==> src/rtl/ofmap_stream_if.sv <==
// Bundle of the collector's vector input stream, word output stream and status flags.
// Both streams use valid/ready: a transfer happens on a rising clock edge where valid and ready are
// both 1. A source holds valid and its payload steady until that edge. Ready may change freely.
interface ofmap_stream_if #(
  parameter int DATA_W = 32,
  parameter int N_CH   = 16,
  parameter int XY_W   = 8
);
  localparam int CH_W = (N_CH > 1) ? $clog2(N_CH) : 1;

  logic                   in_valid;
  logic                   in_sof;
  logic [N_CH*DATA_W-1:0] in_data;
  logic                   in_ready;
  logic                   out_valid;
  logic                   out_ready;
  logic [DATA_W-1:0]      out_data;
  logic [CH_W-1:0]        out_ch;
  logic [XY_W-1:0]        out_x;
  logic [XY_W-1:0]        out_y;
  logic                   out_sof;
  logic                   out_eol;
  logic                   out_eof;
  logic                   frame_done;
  logic                   overflow;

  modport master (
    output in_valid, in_sof, in_data, out_ready,
    input  in_ready, out_valid, out_data, out_ch, out_x, out_y,
           out_sof, out_eol, out_eof, frame_done, overflow
  );

  modport slave (
    input  in_valid, in_sof, in_data, out_ready,
    output in_ready, out_valid, out_data, out_ch, out_x, out_y,
           out_sof, out_eol, out_eof, frame_done, overflow
  );
endinterface

==> src/rtl/ofmap_stream_collector.sv <==
// Buffers N_CH-wide output-pixel vectors in a small FIFO and serialises them one channel word
// per cycle, tagged with channel index, pixel coordinates and frame/row markers.
module ofmap_stream_collector #(
  parameter int DATA_W = 32,
  parameter int N_CH   = 16,
  parameter int DEPTH  = 4,
  parameter int COLS   = 3,
  parameter int ROWS   = 3,
  parameter int XY_W   = 8
) (
  input  logic          clk,
  input  logic          rst,
  ofmap_stream_if.slave bus
);
  localparam int AW   = $clog2(DEPTH);
  localparam int CH_W = $clog2(N_CH);
  localparam logic [CH_W-1:0] CH_LAST  = CH_W'(N_CH - 1);
  localparam logic [XY_W-1:0] X_LAST   = XY_W'(COLS - 1);
  localparam logic [XY_W-1:0] Y_LAST   = XY_W'(ROWS - 1);
  localparam logic [AW:0]     CNT_FULL = (AW+1)'(DEPTH);

  logic [N_CH*DATA_W-1:0] mem_data_q [DEPTH];
  logic [DEPTH-1:0]       mem_sof_q;
  logic [AW-1:0]          wr_ptr_q, wr_ptr_d, rd_ptr_q, rd_ptr_d;
  logic [AW:0]            count_q, count_d;
  logic [CH_W-1:0]        ch_q, ch_d;
  logic [XY_W-1:0]        x_q, x_d, y_q, y_d;
  logic                   overflow_q, overflow_d;
  logic                   frame_done_q, frame_done_d;

  logic                   full, empty, push, accept, pop;
  logic                   head_sof, last_ch, last_x, last_y, eol, eof;
  logic [XY_W-1:0]        cur_x, cur_y;
  logic [N_CH*DATA_W-1:0] head_data;

  always_comb begin
    full      = (count_q == CNT_FULL);
    empty     = (count_q == '0);
    head_data = mem_data_q[rd_ptr_q];
    head_sof  = mem_sof_q[rd_ptr_q] & ~empty;
    // A sof-tagged head overrides the running pixel counters, restarting the frame at (0,0).
    cur_x     = head_sof ? '0 : x_q;
    cur_y     = head_sof ? '0 : y_q;
    last_ch   = (ch_q == CH_LAST);
    last_x    = (cur_x == X_LAST);
    last_y    = (cur_y == Y_LAST);
    eol       = ~empty & last_ch & last_x;
    eof       = eol & last_y;
    push      = bus.in_valid & ~full;
    accept    = ~empty & bus.out_ready;
    pop       = accept & last_ch;

    wr_ptr_d     = push ? wr_ptr_q + 1'b1 : wr_ptr_q;
    rd_ptr_d     = pop ? rd_ptr_q + 1'b1 : rd_ptr_q;
    count_d      = count_q;
    ch_d         = ch_q;
    x_d          = x_q;
    y_d          = y_q;
    overflow_d   = overflow_q | (bus.in_valid & full);
    frame_done_d = accept & eof;

    case ({push, pop})
      2'b10:   count_d = count_q + 1'b1;
      2'b01:   count_d = count_q - 1'b1;
      default: count_d = count_q;
    endcase

    if (accept) ch_d = last_ch ? '0 : ch_q + 1'b1;

    if (pop) begin
      x_d = last_x ? '0 : cur_x + 1'b1;
      y_d = last_x ? (last_y ? '0 : cur_y + 1'b1) : cur_y;
    end
  end

  always_ff @(posedge clk or negedge rst) begin
    if (!rst) begin
      wr_ptr_q     <= '0;
      rd_ptr_q     <= '0;
      count_q      <= '0;
      ch_q         <= '0;
      x_q          <= '0;
      y_q          <= '0;
      overflow_q   <= 1'b0;
      frame_done_q <= 1'b0;
    end else begin
      wr_ptr_q     <= wr_ptr_d;
      rd_ptr_q     <= rd_ptr_d;
      count_q      <= count_d;
      ch_q         <= ch_d;
      x_q          <= x_d;
      y_q          <= y_d;
      overflow_q   <= overflow_d;
      frame_done_q <= frame_done_d;
    end
  end

  // Storage needs no reset: the pointers and count define which entries are live.
  always_ff @(posedge clk) begin
    if (push) begin
      mem_data_q[wr_ptr_q] <= bus.in_data;
      mem_sof_q[wr_ptr_q]  <= bus.in_sof;
    end
  end

  assign bus.in_ready   = ~full;
  assign bus.out_valid  = ~empty;
  assign bus.out_data   = empty ? '0 : head_data[ch_q*DATA_W +: DATA_W];
  assign bus.out_ch     = ch_q;
  assign bus.out_x      = cur_x;
  assign bus.out_y      = cur_y;
  assign bus.out_sof    = head_sof & (ch_q == '0);
  assign bus.out_eol    = eol;
  assign bus.out_eof    = eof;
  assign bus.frame_done = frame_done_q;
  assign bus.overflow   = overflow_q;
endmodule
==> src/flat_wrapper.sv <==
// flat-port wrapper written by rule: the top's interface ports become plain ports
module ofmap_stream_collector_flat 
#(
  parameter int DATA_W = 32,
  parameter int N_CH   = 16,
  parameter int DEPTH  = 4,
  parameter int COLS   = 3,
  parameter int ROWS   = 3,
  parameter int XY_W   = 8
)
  (clk, rst, bus_in_valid, bus_in_sof, bus_in_data, bus_out_ready, bus_in_ready, bus_out_valid, bus_out_data, bus_out_ch, bus_out_x, bus_out_y, bus_out_sof, bus_out_eol, bus_out_eof, bus_frame_done, bus_overflow);
  ofmap_stream_if #(.DATA_W(DATA_W), .N_CH(N_CH), .XY_W(XY_W)) bus_i ();
  input  logic clk;
  input  logic rst;
  input wire logic [$bits(bus_i.in_valid)-1:0] bus_in_valid;
  input wire logic [$bits(bus_i.in_sof)-1:0] bus_in_sof;
  input wire logic [$bits(bus_i.in_data)-1:0] bus_in_data;
  input wire logic [$bits(bus_i.out_ready)-1:0] bus_out_ready;
  output wire logic [$bits(bus_i.in_ready)-1:0] bus_in_ready;
  output wire logic [$bits(bus_i.out_valid)-1:0] bus_out_valid;
  output wire logic [$bits(bus_i.out_data)-1:0] bus_out_data;
  output wire logic [$bits(bus_i.out_ch)-1:0] bus_out_ch;
  output wire logic [$bits(bus_i.out_x)-1:0] bus_out_x;
  output wire logic [$bits(bus_i.out_y)-1:0] bus_out_y;
  output wire logic [$bits(bus_i.out_sof)-1:0] bus_out_sof;
  output wire logic [$bits(bus_i.out_eol)-1:0] bus_out_eol;
  output wire logic [$bits(bus_i.out_eof)-1:0] bus_out_eof;
  output wire logic [$bits(bus_i.frame_done)-1:0] bus_frame_done;
  output wire logic [$bits(bus_i.overflow)-1:0] bus_overflow;
  assign bus_i.in_valid = bus_in_valid;
  assign bus_i.in_sof = bus_in_sof;
  assign bus_i.in_data = bus_in_data;
  assign bus_i.out_ready = bus_out_ready;
  assign bus_in_ready = bus_i.in_ready;
  assign bus_out_valid = bus_i.out_valid;
  assign bus_out_data = bus_i.out_data;
  assign bus_out_ch = bus_i.out_ch;
  assign bus_out_x = bus_i.out_x;
  assign bus_out_y = bus_i.out_y;
  assign bus_out_sof = bus_i.out_sof;
  assign bus_out_eol = bus_i.out_eol;
  assign bus_out_eof = bus_i.out_eof;
  assign bus_frame_done = bus_i.frame_done;
  assign bus_overflow = bus_i.overflow;
  ofmap_stream_collector #(.DATA_W(DATA_W), .N_CH(N_CH), .DEPTH(DEPTH), .COLS(COLS), .ROWS(ROWS), .XY_W(XY_W)) u_core (.clk(clk), .rst(rst), .bus(bus_i));
endmodule
==> config.mk <==
export PLATFORM = sky130hd
export DESIGN_NAME = ofmap_stream_collector_flat
export DESIGN_NICKNAME = d
export VERILOG_FILES = /design/src/rtl/ofmap_stream_if.sv /design/src/rtl/ofmap_stream_collector.sv /design/src/flat_wrapper.sv
export SDC_FILE = /design/constraint.sdc
export NUM_CORES = 2
export LEC_CHECK = 0
export ABC_CLOCK_PERIOD_IN_PS = 17640
export CAP_MARGIN = 30
export CELL_PAD_IN_SITES_DETAIL_PLACEMENT = 2
export CELL_PAD_IN_SITES_GLOBAL_PLACEMENT = 2
export CORE_ASPECT_RATIO = 0.6
export CORE_UTILIZATION = 46
export DETAILED_ROUTE_END_ITERATION = 7
export PLACE_DENSITY = 0.84
export SYNTH_ARGS = -nofsm -noshare
export SYNTH_HDL_FRONTEND = slang
export SYNTH_SLANG_ARGS = --single-unit
==> constraint.sdc <==
create_clock -name clk -period 17.64 [get_ports clk]
set_clock_uncertainty 0.05 [all_clocks]
set_input_delay 2.646 -clock clk [delete_from_list [all_inputs] [get_ports clk]]
set_output_delay 2.646 -clock clk [all_outputs]
set_load 0.05 [all_outputs]
; Yosys cells after proc, flatten, opt, wreduce, memory -nomap -nowiden
; Memory sizes are Yosys's and may differ from the RTL's.
; Index checks and enable logic that the tools add are counted.
[totals]
register_bits = 33
mem_bits_rw = 2048
input_bits = 517
word_cells = 59
mem_count = 1
[memory_table]
columns = name, words, width, read_ports, rd_clocked_by_memory_dff, wr, line
row1 = u_core.mem_data_q, 4, 512, 1, 0, 1, ofmap_stream_collector.sv:22  ; logic [N_CH*DATA_W-1:0] mem_data_q [DEPTH];
[op_classes]
addsub = 7
order_cmp = 3
n_eq_ne = 6
shift = 1
mux = 15
bitwise_logic = 13
n_reduce_logical = 4
[ops]
columns = op, n
row1 = $shiftx 512x10->32, 1
row2 = $mux 8, 5
row3 = $mux 32, 1
row4 = $add 8x1->8 const B, 2
row5 = $eq 8x2->1 const B, 2
row6 = $and 1x1->1, 10
row7 = $lt 2x3->1 const B, 2
row8 = $pmux 3 s2, 1
row9 = $add 2x1->2 const B, 2
row10 = $add 4x1->4 const B, 1
row11 = $bwmux 4, 1
row12 = $eq 4x4->1 const B, 1
row13 = $logic_not 4->1, 1
row14 = $mux 1, 4
row15 = $mux 4, 1
row16 = $add 3x1->3 const B, 1
row17 = $eq 3x3->1 const B, 1
row18 = $logic_not 3->1, 1
row19 = $sub 3x1->3 const B, 1
row20 = $bmux 1 s2, 1
row21 = $demux 1 s2, 1
row22 = $eq 2x1->1 const B, 1
row23 = $eq 2x2->1 const B, 1
row24 = $ge 2x1->1 const B, 1
row25 = other kinds (4), 5

; Depth between registers and ports, before layout
[logic_depth]
depth_word = 8
mapped_depth = 13
mapped_depth_nobuf = 11

; Least setup slack after synthesis
; Ideal clock, no wire load.
[synth_timing]
kind = in2reg
startpoint = input bus_in_valid
endpoint = memory u_core.mem_data_q[0][0] in the netlist's numbering, enable pin
t_arrival_ns = 14.270
t_required_ns = 16.640
setup_slack_ns = 2.370
stages = 1
path_buffers = 0
cell_sequence = and3_1
[synth_between]
elab_chain_len = 3
[synth_lines]
columns = item, line
row1 = from (decl), flat_wrapper.sv:15  ; input wire logic [$bits(bus_i.in_valid)-1:0] bus_in_valid;
row2 = $and 1x1->1, ofmap_stream_collector.sv:49  ; push = bus.in_valid & ~full;
row3 = $mux 1, ofmap_stream_collector.sv:100  ; if (push) begin
row4 = $mux 1 (implied by the code), ofmap_stream_collector.sv:101  ; mem_data_q[wr_ptr_q] <= bus.in_data;
row5 = to (decl), ofmap_stream_collector.sv:22
; No other way between the ends.

; Worst setup path after layout
[layout_timing]
startpoint = register u_core.rd_ptr_q[1]
endpoint = output bus_out_data[0]
[layout_between]
elab_chain_len = 3
[layout_lines]
columns = item, line
row1 = from (decl), ofmap_stream_collector.sv:24  ; logic [AW-1:0] wr_ptr_q, wr_ptr_d, rd_ptr_q, rd_ptr_d;
row2 = from (signal assigned), ofmap_stream_collector.sv:88  ; rd_ptr_q <= rd_ptr_d;
row3 = $mem_v2 4x512, -
row4 = $shiftx 512x10->32, ofmap_stream_collector.sv:108  ; assign bus.out_data = empty ? '0 : head_data[ch_q*DATA_W +: DATA_W];
row5 = $mux 32, ofmap_stream_collector.sv:108
row6 = to (decl), flat_wrapper.sv:21  ; output wire logic [$bits(bus_i.out_data)-1:0] bus_out_data;
; No other way between the ends.

==> flow_summary.json <==
{
  "regToRegEndpoint": "u_core.y_q[7]",
  "number_of_fill_cells": 14300,
  "std_cell_rows": 118,
  "synth_seq_cells": 2081,
  "drc": 0,
  "coreArea_um2": 173000,
  "worstHoldEndpoint": "u_core.x_q[0]",
  "worst_r2r_path_depth": 11,
  "mappedNetlistNets": 4101,
  "beginning_of_the_worst_hold_path": "u_core.x_q[0]",
  "die_x_um": 541,
  "avgViaCountPerCell": 6.19,
  "worst_path_largest_cell_delay_ps": 880,
  "timing.hold.worst.class": "register to register",
  "tritoncts.num_buffers": 199,
  "post-route-min-period_ps": 9030,
  "ys_async_sr_fraction_pct": 1.39,
  "synthToLayoutAreaGrowth_pct": 18.5,
  "syn-mean-instance-area_um2": 22.5,
  "seq_area_frac_synth_pct": 77.7,
  "ir_drop_mv": 0.120,
  "initial_utilization_pct": 46.4,
  "dp.cells": 6371,
  "dr_wl_met3_um": 17500,
  "power.static_leakage_nw": 30.2,
  "power.density_nw_per_um2": 176,
  "detailedRoute.firstIterationViolations": 4061,
  "final-max-slew-violation-count": 0,
  "multi_input_comb_area_um2": 16900,
  "maximum_number_of_pins_on_one_net_before_global_route_repair": 134,
  "cts_tree": "built",
  "post-route-period-util_pct": 51.2,
  "synthCells": 3572,
  "grt_first_pass_wirelength_um": 368000,
  "synth-edff-count": 2052,
  "critical_path.reg2reg.startpoint": "u_core.rd_ptr_q[0]",
  "post-cts-setup-buffers": 0,
  "floorplan.die_area_um2": 176000,
  "post-place-ws_ps": 8730,
  "clk_transition_reported_paths_ps": 70,
  "critPathRequiredTime_ps": 14940,
  "route.detailed.wl_per_inst_um": 39.3,
  "highest_layer": "met5",
  "startpoint_type": "register",
  "slew-limit-headroom_pct": 26.3,
  "first_global_vias": 45300,
  "worst_ep_arrival_time_ps": 6340,
  "port_buffers": 575,
  "cts_max_path_buffers": 4,
  "seqCellArea_um2": 62400,
  "layout_setup_ws_ps": 8610,
  "final_hold_viol_count": 0,
  "layout.nets": 4775,
  "gp_routability_congestion": 0.798,
  "setup_repair_after_global_routing_missed_its_margin": "false",
  "synth_area_um2": 80300,
  "setup-violations-final": 0,
  "outcome": "finished, final reports clean",
  "m1WireLength_um": 105000,
  "critical-path-slowest-cell": "sky130_fd_sc_hd__clkdlybuf4s50_1",
  "synth.lib_cells_used.distinct": 64,
  "drive_gt1_share_pct": 20.3,
  "cts.sinks": 2081,
  "criticalPathCategory": "register to primary output",
  "category_of_the_worst_setup_path_capture_point": "primary output",
  "globalRouteOverflowTotal": 0,
  "synth_warnings": 0,
  "detail-route-antenna-nets": 0,
  "hold-path-cell-count": 2,
  "num_vias": 41900,
  "critical_path.most_common_cell": "sky130_fd_sc_hd__buf_4",
  "finalNonFillerCells": 6768,
  "synth_flop_cell": "sky130_fd_sc_hd__edfxtp_1",
  "tightest_slew_ps": 1100,
  "ctsHtreeMaxLevel": 4,
  "detail_route.wirelength_um": 266000,
  "floorplan.io_pins": 576,
  "chipHeight_um": 326,
  "post_cts_resize_count": 0,
  "dr.pass1.iters": 5,
  "clock_latency_ps": 840,
  "gr_usage_total_pct": 29.9,
  "antenna_found_initial": 88,
  "crit_path_cell_trace": "buf_4 > buf_4 > buf_4 > mux4_2 > mux2i_1 > o221ai_1 > nand3_1 > a22oi_1 > clkdlybuf4s50_1",
  "count_of_max_cap_constraint_violations": 0,
  "cp_max_fo": 57,
  "place.detailed.hpwl_um": 170000,
  "clk_root_buffer_cell": "sky130_fd_sc_hd__clkbuf_16",
  "timing.fmax_mhz": 111,
  "setup_tns_ps": 0,
  "dr_wl_met2_um": 136000,
  "setup.reg_to_reg.worst_slack_ps": 12680,
  "cts_hold_repair.buffers": 0
}
## per-layer routing
metal | track usage (%) | vias to the layer above
li1 | - | 16600
met1 | 39.8 | 23100
met2 | 51.0 | 1751
met3 | 5.73 | 386
met4 | 7.71 | 56
met5 | 0 | -
## where the power goes
group	internal (mW)	switching, mW	leakage, nW
sequential	6.53	0.398	19.2
combinational	2.12	3.58	8.19
clock	2.21	1.90	2.87
total	10.9	5.88	30.2
## layout make-up
type	count	share of cell area, %
flip-flops and latches	2081	65.6
clock buffers	265	5.60
diodes	42	0.110
inverters	26	0.110
repair buffers	664	7.21
multi-input cells	1274	17.8
clock inverters	76	0.566
well taps	2340	3.08
## worst max-delay path, delay by kind of cell, from the launching register on
family          cells  cell delay, ps
compound gates      2            1120
flops               1             790
buf+inv             4            2810
mux                 2             500
simple gates        1             180
## cell usage after synthesis (6+ instances only)
cell type / instances / area share, %
sky130_fd_sc_hd__nand2_1: 138 / 0.65
sky130_fd_sc_hd__ha_1: 11 / 0.17
sky130_fd_sc_hd__mux2i_1: 152 / 1.9
sky130_fd_sc_hd__clkbuf_1: 56 / 0.26
sky130_fd_sc_hd__o22ai_1: 21 / 0.16
sky130_fd_sc_hd__a311oi_1: 16 / 0.17
sky130_fd_sc_hd__a22oi_1: 57 / 0.53
sky130_fd_sc_hd__and2_1: 16 / 0.12
sky130_fd_sc_hd__o211ai_1: 15 / 0.14
sky130_fd_sc_hd__inv_1: 23 / 0.11
sky130_fd_sc_hd__xnor2_1: 7 / 0.076
sky130_fd_sc_hd__buf_2: 74 / 0.46
sky130_fd_sc_hd__dfrtp_1: 29 / 0.90
sky130_fd_sc_hd__nor3_1: 16 / 0.10
sky130_fd_sc_hd__a31oi_1: 9 / 0.070
sky130_fd_sc_hd__buf_4: 26 / 0.24
sky130_fd_sc_hd__edfxtp_1: 2052 / 77
sky130_fd_sc_hd__a221oi_1: 16 / 0.17
sky130_fd_sc_hd__mux2_2: 28 / 0.39
sky130_fd_sc_hd__o31ai_1: 11 / 0.10
sky130_fd_sc_hd__nand3_1: 35 / 0.22
sky130_fd_sc_hd__nor2b_1: 7 / 0.055
sky130_fd_sc_hd__and3_1: 17 / 0.13
sky130_fd_sc_hd__mux4_1: 14 / 0.46
sky130_fd_sc_hd__o221ai_1: 6 / 0.065
sky130_fd_sc_hd__a21oi_1: 23 / 0.14
sky130_fd_sc_hd__a211o_1: 11 / 0.12
sky130_fd_sc_hd__mux4_2: 494 / 14
sky130_fd_sc_hd__nand4_1: 11 / 0.086
sky130_fd_sc_hd__nor2_1: 35 / 0.16
sky130_fd_sc_hd__o21ai_0: 51 / 0.32
sky130_fd_sc_hd__buf_1: 27 / 0.13
## metrics by stage
| step | area [um^2] | hold slack [ps] | power [mW] | utilization [%] |
|---|---|---|---|---|
| after floorplan | 80300 | 405 | 10.8 | - |
| after global placement | 88700 | 430 | 12.2 | 51.3 |
| after detailed placement | 88800 | 443 | 12.6 | 51.4 |
| after CTS | 94700 | 465 | 16.8 | 54.8 |
| after global routing | 95100 | 486 | 17.2 | 55.0 |
| final | 95100 | 468 | 16.8 | 55.0 |
## placed cells by master, fill, tap and decap left out, types with 13 or more instances in the layout
master,Yosys,final
sky130_fd_sc_hd__a311oi_1,16,16
sky130_fd_sc_hd__a21oi_1,23,23
sky130_fd_sc_hd__a22oi_1,57,57
sky130_fd_sc_hd__buf_4,26,61
sky130_fd_sc_hd__clkinv_2,0,31
sky130_fd_sc_hd__nor3_1,16,14
sky130_fd_sc_hd__dfrtp_1,29,24
sky130_fd_sc_hd__a221oi_1,16,16
sky130_fd_sc_hd__mux4_2,494,494
sky130_fd_sc_hd__buf_16,0,15
sky130_fd_sc_hd__nor2_1,35,33
sky130_fd_sc_hd__nand2_1,138,138
sky130_fd_sc_hd__and2_1,16,14
sky130_fd_sc_hd__mux2i_1,152,152
sky130_fd_sc_hd__inv_1,23,22
sky130_fd_sc_hd__o21ai_0,51,44
sky130_fd_sc_hd__edfxtp_1,2052,2052
sky130_fd_sc_hd__nand3_1,35,35
sky130_fd_sc_hd__o211ai_1,15,15
sky130_fd_sc_hd__clkinv_1,0,33
sky130_fd_sc_hd__clkbuf_16,0,203
sky130_fd_sc_hd__mux4_1,14,14
sky130_fd_sc_hd__mux2_2,28,28
sky130_fd_sc_hd__diode_2,0,42
sky130_fd_sc_hd__clkdlybuf4s50_1,0,575
sky130_fd_sc_hd__o22ai_1,21,21
sky130_fd_sc_hd__clkbuf_1,56,61
sky130_fd_sc_hd__and3_1,17,13
## worst max path at each step
stage / from / to / slack (ps) / cells after the start
floorplan: bus_in_valid / u_core.mem_data_q[0][0] / 2370 / 1
global placement: u_core.rd_ptr_q[1] / bus_out_data[5] / 8480 / 8
detailed placement: u_core.rd_ptr_q[1] / bus_out_data[0] / 8730 / 9
CTS: u_core.rd_ptr_q[1] / bus_out_data[0] / 7840 / 9
global route: u_core.rd_ptr_q[0] / bus_out_data[30] / 8340 / 7
finish: u_core.rd_ptr_q[1] / bus_out_data[0] / 8610 / 9
## cells by family after synthesis
logic type	after synthesis	synth area share (%)
AO/OA/AOI/OAI	269	2.38
XOR/XNOR	9	0.0982
adder cells (fa/ha/maj)	12	0.196
buffers and inverters	217	1.36
flip-flops	2081	77.7
multiplexers	688	16.6
AND/OR/NAND/NOR	296	1.71
## registers in the layout (all words and copies together) (netlist names)
signal and count:
u_core.bus.frame_done 1, u_core.bus.out_ch 4, u_core.bus.overflow 1, u_core.count_q 3
u_core.mem_data_q 2048, u_core.mem_sof_q 4, u_core.rd_ptr_q 2, u_core.wr_ptr_q 2
u_core.x_q 8, u_core.y_q 8
Power figures use the tool's default switching activity.
